<file path="config.mk">
export PLATFORM = sky130hd
export DESIGN_NAME = ibex_secure_ex_seq
export DESIGN_NICKNAME = d
export VERILOG_FILES = /design/src/rtl/ibex_secure_ex_seq.sv
export SDC_FILE = /design/constraint.sdc
export NUM_CORES = 2
export LEC_CHECK = 0
export CAP_MARGIN = 20
export CORE_AREA = 4 4 344 346
export DETAILED_ROUTE_END_ITERATION = 8
export DIE_AREA = 0 0 348 350
export REMOVE_ABC_BUFFERS = 1
export SYNTH_ARGS = -nofsm -noshare
export SYNTH_HDL_FRONTEND = slang
export SYNTH_SLANG_ARGS = --single-unit
</file>
<file path="constraint.sdc">
create_clock -name clk_i -period 28.9 [get_ports clk_i]
set_input_delay 5.78 -clock clk_i [delete_from_list [all_inputs] [get_ports clk_i]]
set_output_delay 5.78 -clock clk_i [all_outputs]
set_load 0.1 [all_outputs]
</file>
<file path="src/rtl/ibex_secure_ex_seq.sv">
// Masked multi-cycle secure execution sequencer (ALU ops on XOR-masked operands, N key slots).
// Latency: OpLatency+1 cycles accept-to-response; error responses after 1 cycle.
// Backpressure: one op in flight; req_ready_o only in IDLE; response held until rsp_ready_i.
module ibex_secure_ex_seq #(
    parameter int Width       = 32,
    parameter int NumKeySlots = 4,
    parameter int KeyWidth    = 128,
    parameter int OpLatency   = 4,
    localparam int SlotW      = (NumKeySlots > 1) ? $clog2(NumKeySlots) : 1
) (
    input  logic                   clk_i,
    input  logic                   rst_i,
    input  logic                   key_wr_i,
    input  logic [SlotW-1:0]       key_slot_i,
    input  logic [KeyWidth-1:0]    key_i,
    input  logic                   key_clr_i,
    output logic [NumKeySlots-1:0] key_valid_o,
    input  logic                   req_valid_i,
    output logic                   req_ready_o,
    input  logic [2:0]             req_op_i,
    input  logic [SlotW-1:0]       req_slot_i,
    input  logic [Width-1:0]       operand_a_i,
    input  logic [Width-1:0]       operand_b_i,
    input  logic                   flush_i,
    output logic                   rsp_valid_o,
    input  logic                   rsp_ready_i,
    output logic [Width-1:0]       result_o,
    output logic                   error_o,
    output logic                   busy_o
);
    localparam int CntW     = (OpLatency > 1) ? $clog2(OpLatency) : 1;
    localparam int ShW      = $clog2(Width);
    localparam int NumWords = KeyWidth / Width;
    localparam logic [Width-1:0] LfsrTaps = Width'(32'h8020_0003);
    localparam logic [Width-1:0] LfsrSeed = Width'(32'hACE1_2468);

    localparam logic [2:0] OP_ADD  = 3'd0;
    localparam logic [2:0] OP_SUB  = 3'd1;
    localparam logic [2:0] OP_XOR  = 3'd2;
    localparam logic [2:0] OP_OR   = 3'd3;
    localparam logic [2:0] OP_AND  = 3'd4;
    localparam logic [2:0] OP_SLL  = 3'd5;
    localparam logic [2:0] OP_SRL  = 3'd6;
    localparam logic [2:0] OP_SLTU = 3'd7;

    typedef enum logic [1:0] {
        IDLE    = 2'd0,
        COMPUTE = 2'd1,
        RESP    = 2'd2
    } state_e;

    state_e state_q, state_d;

    logic [KeyWidth-1:0]    key_q [NumKeySlots];
    logic [NumKeySlots-1:0] key_valid_q;
    logic [KeyWidth-1:0]    sel_key;
    logic                   sel_valid;
    logic [Width-1:0]       key_fold;
    logic [Width-1:0]       mask;
    logic [Width-1:0]       lfsr_q;
    logic [Width-1:0]       lfsr_next;
    logic [Width-1:0]       mask_q;
    logic [Width-1:0]       a_q;
    logic [Width-1:0]       b_q;
    logic [Width-1:0]       res_q;
    logic [2:0]             op_q;
    logic                   err_q;
    logic [CntW-1:0]        cnt_q;
    logic                   accept;
    logic [Width-1:0]       op_a;
    logic [Width-1:0]       op_b;
    logic [ShW-1:0]         shamt;
    logic [Width-1:0]       alu_res;

    // Key slot storage; clear beats write, writes allowed in any state.
    always_ff @(posedge clk_i or posedge rst_i) begin
        if (rst_i) begin
            for (int i = 0; i < NumKeySlots; i++) key_q[i] <= '0;
            key_valid_q <= '0;
        end else if (key_clr_i) begin
            for (int i = 0; i < NumKeySlots; i++) key_q[i] <= '0;
            key_valid_q <= '0;
        end else if (key_wr_i) begin
            for (int i = 0; i < NumKeySlots; i++) begin
                if (SlotW'(i) == key_slot_i) begin
                    key_q[i]       <= key_i;
                    key_valid_q[i] <= 1'b1;
                end
            end
        end
    end

    assign key_valid_o = key_valid_q;

    // Select the request's key slot and fold it down to one datapath word; an out-of-range slot reads as invalid.
    always_comb begin
        sel_key   = '0;
        sel_valid = 1'b0;
        for (int i = 0; i < NumKeySlots; i++) begin
            if (SlotW'(i) == req_slot_i) begin
                sel_key   = key_q[i];
                sel_valid = key_valid_q[i];
            end
        end
        key_fold = '0;
        for (int w = 0; w < NumWords; w++) key_fold = key_fold ^ sel_key[w*Width +: Width];
        mask      = key_fold ^ lfsr_q;
        lfsr_next = lfsr_q[0] ? ((lfsr_q >> 1) ^ LfsrTaps) : (lfsr_q >> 1);
    end

    // ALU on the unmasked operands; only meaningful in the final COMPUTE cycle.
    always_comb begin
        op_a  = a_q ^ mask_q;
        op_b  = b_q ^ mask_q;
        shamt = op_b[ShW-1:0];
        case (op_q)
            OP_ADD:  alu_res = op_a + op_b;
            OP_SUB:  alu_res = op_a - op_b;
            OP_XOR:  alu_res = op_a ^ op_b;
            OP_OR:   alu_res = op_a | op_b;
            OP_AND:  alu_res = op_a & op_b;
            OP_SLL:  alu_res = op_a << shamt;
            OP_SRL:  alu_res = op_a >> shamt;
            OP_SLTU: alu_res = {{(Width-1){1'b0}}, (op_a < op_b)};
            default: alu_res = '0;
        endcase
    end

    // FSM state register.
    always_ff @(posedge clk_i or posedge rst_i) begin
        if (rst_i) state_q <= IDLE;
        else       state_q <= state_d;
    end

    // Next-state and handshake outputs; flush overrides everything, including rsp_ready_i.
    always_comb begin
        state_d     = state_q;
        accept      = 1'b0;
        req_ready_o = 1'b0;
        rsp_valid_o = 1'b0;
        busy_o      = 1'b1;
        case (state_q)
            IDLE: begin
                req_ready_o = 1'b1;
                busy_o      = 1'b0;
                if (req_valid_i && !flush_i) begin
                    accept  = 1'b1;
                    state_d = sel_valid ? COMPUTE : RESP;
                end
            end
            COMPUTE: begin
                if (cnt_q == '0) state_d = RESP;
            end
            RESP: begin
                rsp_valid_o = 1'b1;
                if (rsp_ready_i) state_d = IDLE;
            end
            default: state_d = IDLE;
        endcase
        if (flush_i) state_d = IDLE;
        result_o = rsp_valid_o ? (res_q ^ mask_q) : '0;
        error_o  = rsp_valid_o & err_q;
    end

    // Masked datapath registers; scrubbed on flush and after the response is taken.
    always_ff @(posedge clk_i or posedge rst_i) begin
        if (rst_i) begin
            lfsr_q <= LfsrSeed;
            mask_q <= '0;
            a_q    <= '0;
            b_q    <= '0;
            res_q  <= '0;
            op_q   <= '0;
            err_q  <= 1'b0;
            cnt_q  <= '0;
        end else if (flush_i) begin
            mask_q <= '0;
            a_q    <= '0;
            b_q    <= '0;
            res_q  <= '0;
            op_q   <= '0;
            err_q  <= 1'b0;
            cnt_q  <= '0;
        end else begin
            case (state_q)
                IDLE: begin
                    if (accept) begin
                        if (sel_valid) begin
                            mask_q <= mask;
                            a_q    <= operand_a_i ^ mask;
                            b_q    <= operand_b_i ^ mask;
                            op_q   <= req_op_i;
                            cnt_q  <= CntW'(OpLatency - 1);
                            err_q  <= 1'b0;
                            res_q  <= '0;
                            lfsr_q <= lfsr_next;
                        end else begin
                            mask_q <= '0;
                            res_q  <= '0;
                            err_q  <= 1'b1;
                        end
                    end
                end
                COMPUTE: begin
                    if (cnt_q == '0) res_q <= alu_res ^ mask_q;
                    else             cnt_q <= cnt_q - 1'b1;
                end
                RESP: begin
                    if (rsp_ready_i) begin
                        mask_q <= '0;
                        a_q    <= '0;
                        b_q    <= '0;
                        res_q  <= '0;
                        op_q   <= '0;
                        err_q  <= 1'b0;
                        cnt_q  <= '0;
                    end
                end
                default: ;
            endcase
        end
    end

endmodule
</file>
* After elaboration in Yosys (flattened, before gate mapping) *
Cells that the tools add are included.

word-level totals
  register bits = 684
  input bits = 206
  output and inout port bits = 40
  logic and storage cells = 150

cells by class
  add/sub/neg operators = 3
  magnitude comparators = 1
  equal/unequal tests = 21
  shift-type cells = 2
  mux-type cells = 66
  bitwise gates (word level) = 16
  reductions and logical operators = 24

operators with widths
  cell                number
  $mux 128            8
  $mux 512            2
  $mux 32             15
  $xor 32x32->32      11
  $pmux 32 s8         1
  $pmux 32 s2         3
  $pmux 32 s3         1
  $add 32x32->32      1
  $and 32x32->32      1
  $lt 32x32->1        1
  $or 32x32->32       1
  $shl 32x5->32       1
  $shr 32x5->32       1
  $sub 32x32->32      1
  $mux 2              9
  $ne 3x3->1 const B  6
  $mux 1              17
  $eq 3x3->1 const B  4
  $mux 3              4
  $pmux 2 s3          2
  $reduce_and 4->1    3
  $reduce_bool 2->1   5
  $eq 2x2->1 const A  4
  $logic_not 2->1     4
  other kinds (20)    27

* Longest topological paths before layout *
  depth in word-level cells = 14
  depth in mapped cells = 18
  gate-level depth less buffers = 14

* Worst setup path after synthesis *
Ideal clock, no wire load.

  path kind = in2reg
  from = in req_slot_i[0]
  to = reg a_q[31]
  library setup time = 0.134 ns
  arrival = 8.124 ns
  required time = 28.766 ns
  slack = 20.642 ns
  cell stages on the path = 8
  buffers on the path = 3
  cell sequence = buf_2 > buf_1 > clkbuf_1 > mux4_2 > xnor2_1 > xnor2_1 > xor2_1 > o21ai_0

on the way
  longest elaborated chain between the ends = 14
  elaborated cells between the ends (all ways) = 23
  those cells by class = eq/ne (4); mux (12); bitwise (5); reduce/logical (2)

RTL lines
  item                         line  text
  start, declared              21    input logic [SlotW-1:0] req_slot_i,
  $logic_not 2->1              100   if (SlotW'(i) == req_slot_i) begin
  $mux 128 (4 in a row)        100
  $xor 32x32->32 (3 in a row)  106   for (int w = 0; w < NumWords; w++) key_fold = key_fold ^ sel_key[w*Width +: Width];
  $xor 32x32->32               107   mask = key_fold ^ lfsr_q;
  $xor 32x32->32               190   a_q <= operand_a_i ^ mask;
  $mux 32                      188   if (sel_valid) begin
  $mux 32                      187   if (accept) begin
  $pmux 32 s2                  185   case (state_q)
  $mux 32                      176   end else if (flush_i) begin
  end signal, assigned         190
  end, declared                63    logic [Width-1:0] a_q;

Parallel ways exist; a longest one is shown, timed or not. The select of a mux whose other input is x is not followed.
A chain may end at the register's enable or synchronous reset.

* Final worst setup path *
  from = in req_slot_i[1]
  to = reg a_q[17]

The elaborated chain is that of the path after synthesis.

==> qor.yml <==
vias: 34836
grt_pass1_wl_um: 215600
layout_commonest_cell: "nand2_1"
grt_use_total: 0.2265
synth-seq-cells: 684
ys_warn_count: 0
start_util: 0.3573
clk_pin_slew_ns: 0.06
coreArea_um2: 115400
overflow: 0
min_path_type: "flop to flop"
insertion_delay_ns: 0.64
rsz0062_at_grt: "no"
synthTopCellsByArea: "dfrtp_1 (41%), nand2_1 (12%), mux4_2 (9.7%)"
cts_max_level: 3
maxCapViolations: 0
rows: 125
die_h_um: 350
drt_first_pass_iters: 6
drc_errors: 0
post-route-min-period_ns: 9.251
die_w_um: 348
clock_sinks: 684
leakage_nw: 19.44
powerDensity_nw_per_um2: 51.76
setup_violations: 0
status: "finished, final reports clean"
grt_pass1_vias: 34653
ys_seq_area_frac: 0.4154
postCtsSetupRepairBufs: 0
min_period_over_period: 0.3201
drtAntennaViolNets: 0
yosysTopAreaCell: "dfrtp_1"
layout.nets: 5018
root_buffer: "clkbuf_16"
grt_max_degree: 208
setup.worst_path.end_class: "flop"
relSlewSlack: 0.1977
reg2reg_slack_ns: 23.41
layout-drive-gt1-share: 0.09291
ys.flop_type: "dfrtp_1"
numCtsBuffers: 76
worstMarginPinSlew_ns: 1.200
routed_wl_um: 140800
syn_inst: 4696
drt-wirelength-per-cell_um: 22.30
crit_fanout: 77
area_growth_pct: 15.29
p_total_w: 0.002461
hold_buffers: 0
die_area_um2: 121800
viasPerCell: 5.515
clock_path_buffers: 3
cts_tree: "yes"
syn_area_um2: 41240
synthArstFlopShare: 1.000
synth_top_area_frac: 0.4072
hpwlAfterDp_um: 93810
final_cell_mix: "nand2_1 (1361), dfrtp_1 (670), a21oi_1 (640)"
finClkSkew_ns: 0.03056
slew_viol_final: 0
cp-start-kind: "input port"
gp_congestion: 0.9841
io_pins: 246
finalSetupTns_ns: 0
hold_viol: 0
required_ns: 29.37
portBuffers: 245
synth_edf_count: 0
arrival_ns: 9.72
peakVddDrop_mv: 0.04203
synth.avg_cell_area_um2: 8.782
yosysUniqueCellTypes: 87
ctsResizeCount: 0
drtIter0Drc: 3695
critPathKind: "input port to flop"
antenna_found_initial: 19
fmax_mhz: 108.1
## layout make-up
cell class	count	area [µm²]
diodes	14	35.03
clock buffers	110	2253
fillers	11412	67880
well taps	1524	1907
clock inverters	31	374.1
repair buffers	309	3027
inverters	109	419.2
multi-input cells	3536	22400
flip-flops and latches	684	17130
## worst paths after layout
kind | from | cells after the start | end
worst min-delay path | lfsr_q[27] | 2 | lfsr_q[26]
max in group asynchronous | rst_i | 6 | key_q[470]
worst max-delay path | req_slot_i[1] | 7 | a_q[17]
min in group asynchronous | rst_i | 2 | key_q[302]
worst min register to register | lfsr_q[27] | 2 | lfsr_q[26]
worst max register to register | mask_q[2] | 14 | res_q[0]
## worst max-delay path: stages
cell	delay, ns
buf_6	0.41
buf_4	0.76
buf_4	0.59
mux4_2	0.51
nand3_4	0.51
buf_4	0.66
o21ai_0	0.21
## synth_stat cells (all sizes together) (19+ instances only)
cell type	instances
xnor2	159
buf	53
o22ai	27
mux2i	58
dfrtp	671
o21ai	220
nor2	171
nand2	1361
mux4	177
o211ai	19
a21oi	641
nor3	43
clkbuf	314
nand3	33
inv	105
ha	96
xor2	173
a211oi	30
## sequential cells by signal (all words and copies together), names as in the netlist, 3 cells and up
signal and count:
res_q 32, op_q 3, mask_q 32, a_q 32, key_q 512, key_valid_o 4, lfsr_q 32, b_q 32
## routing by layer
layer / part of all wire / vias up / wire length, µm / GRT usage
met5: 0.00033 / - / 47 / 0
met4: 0.030 / 6 / 4180 / 0.07946
met3: 0.068 / 247 / 9647 / 0.03453
met2: 0.48 / 1271 / 67970 / 0.3748
met1: 0.42 / 17208 / 59000 / 0.3038
li1: - / 16104 / - / -
## kinds of logic (layout without fill, tap and decap cells)
kind of cell,Yosys count,after routing,synth area share
other,0,14,0
and+or+nand+nor,1732,1732,0.1691
xor gates and xnor gates,332,332,0.07096
buffers and inverters,476,559,0.04478
AOI/OAI and AO/OA,1127,1127,0.1560
muxes,249,249,0.1146
DFF,684,684,0.4154
adders and majority gates,96,96,0.02913
## through the flow
stage | hold slack [ns] | cells | cell area (µm²) | util | worst slack, ns
detailed placement | 0.4627 | 6159 | 44820 | 0.3883 | 18.28
CTS | 0.4749 | 6300 | 47440 | 0.4110 | 18.94
global placement | 0.4655 | 6159 | 44820 | 0.3883 | 18.29
finish | 0.4711 | 6317 | 47550 | 0.4119 | 19.65
global route | 0.4942 | 6313 | 47540 | 0.4118 | 19.03
floorplan | 0.4418 | 4329 | 39800 | - | 3.965
## report_power, final
| part | leakage [nW] | total (W) | switching, W | internal (W) |
|---|---|---|---|---|
| clock | 1.31 | 0.00102 | 0.000412 | 0.000608 |
| combinational | 8.74 | 0.000440 | 0.000286 | 0.000154 |
| sequential | 9.39 | 0.00100 | 0.0000166 | 0.000985 |
(Power assumes the default switching activity.)
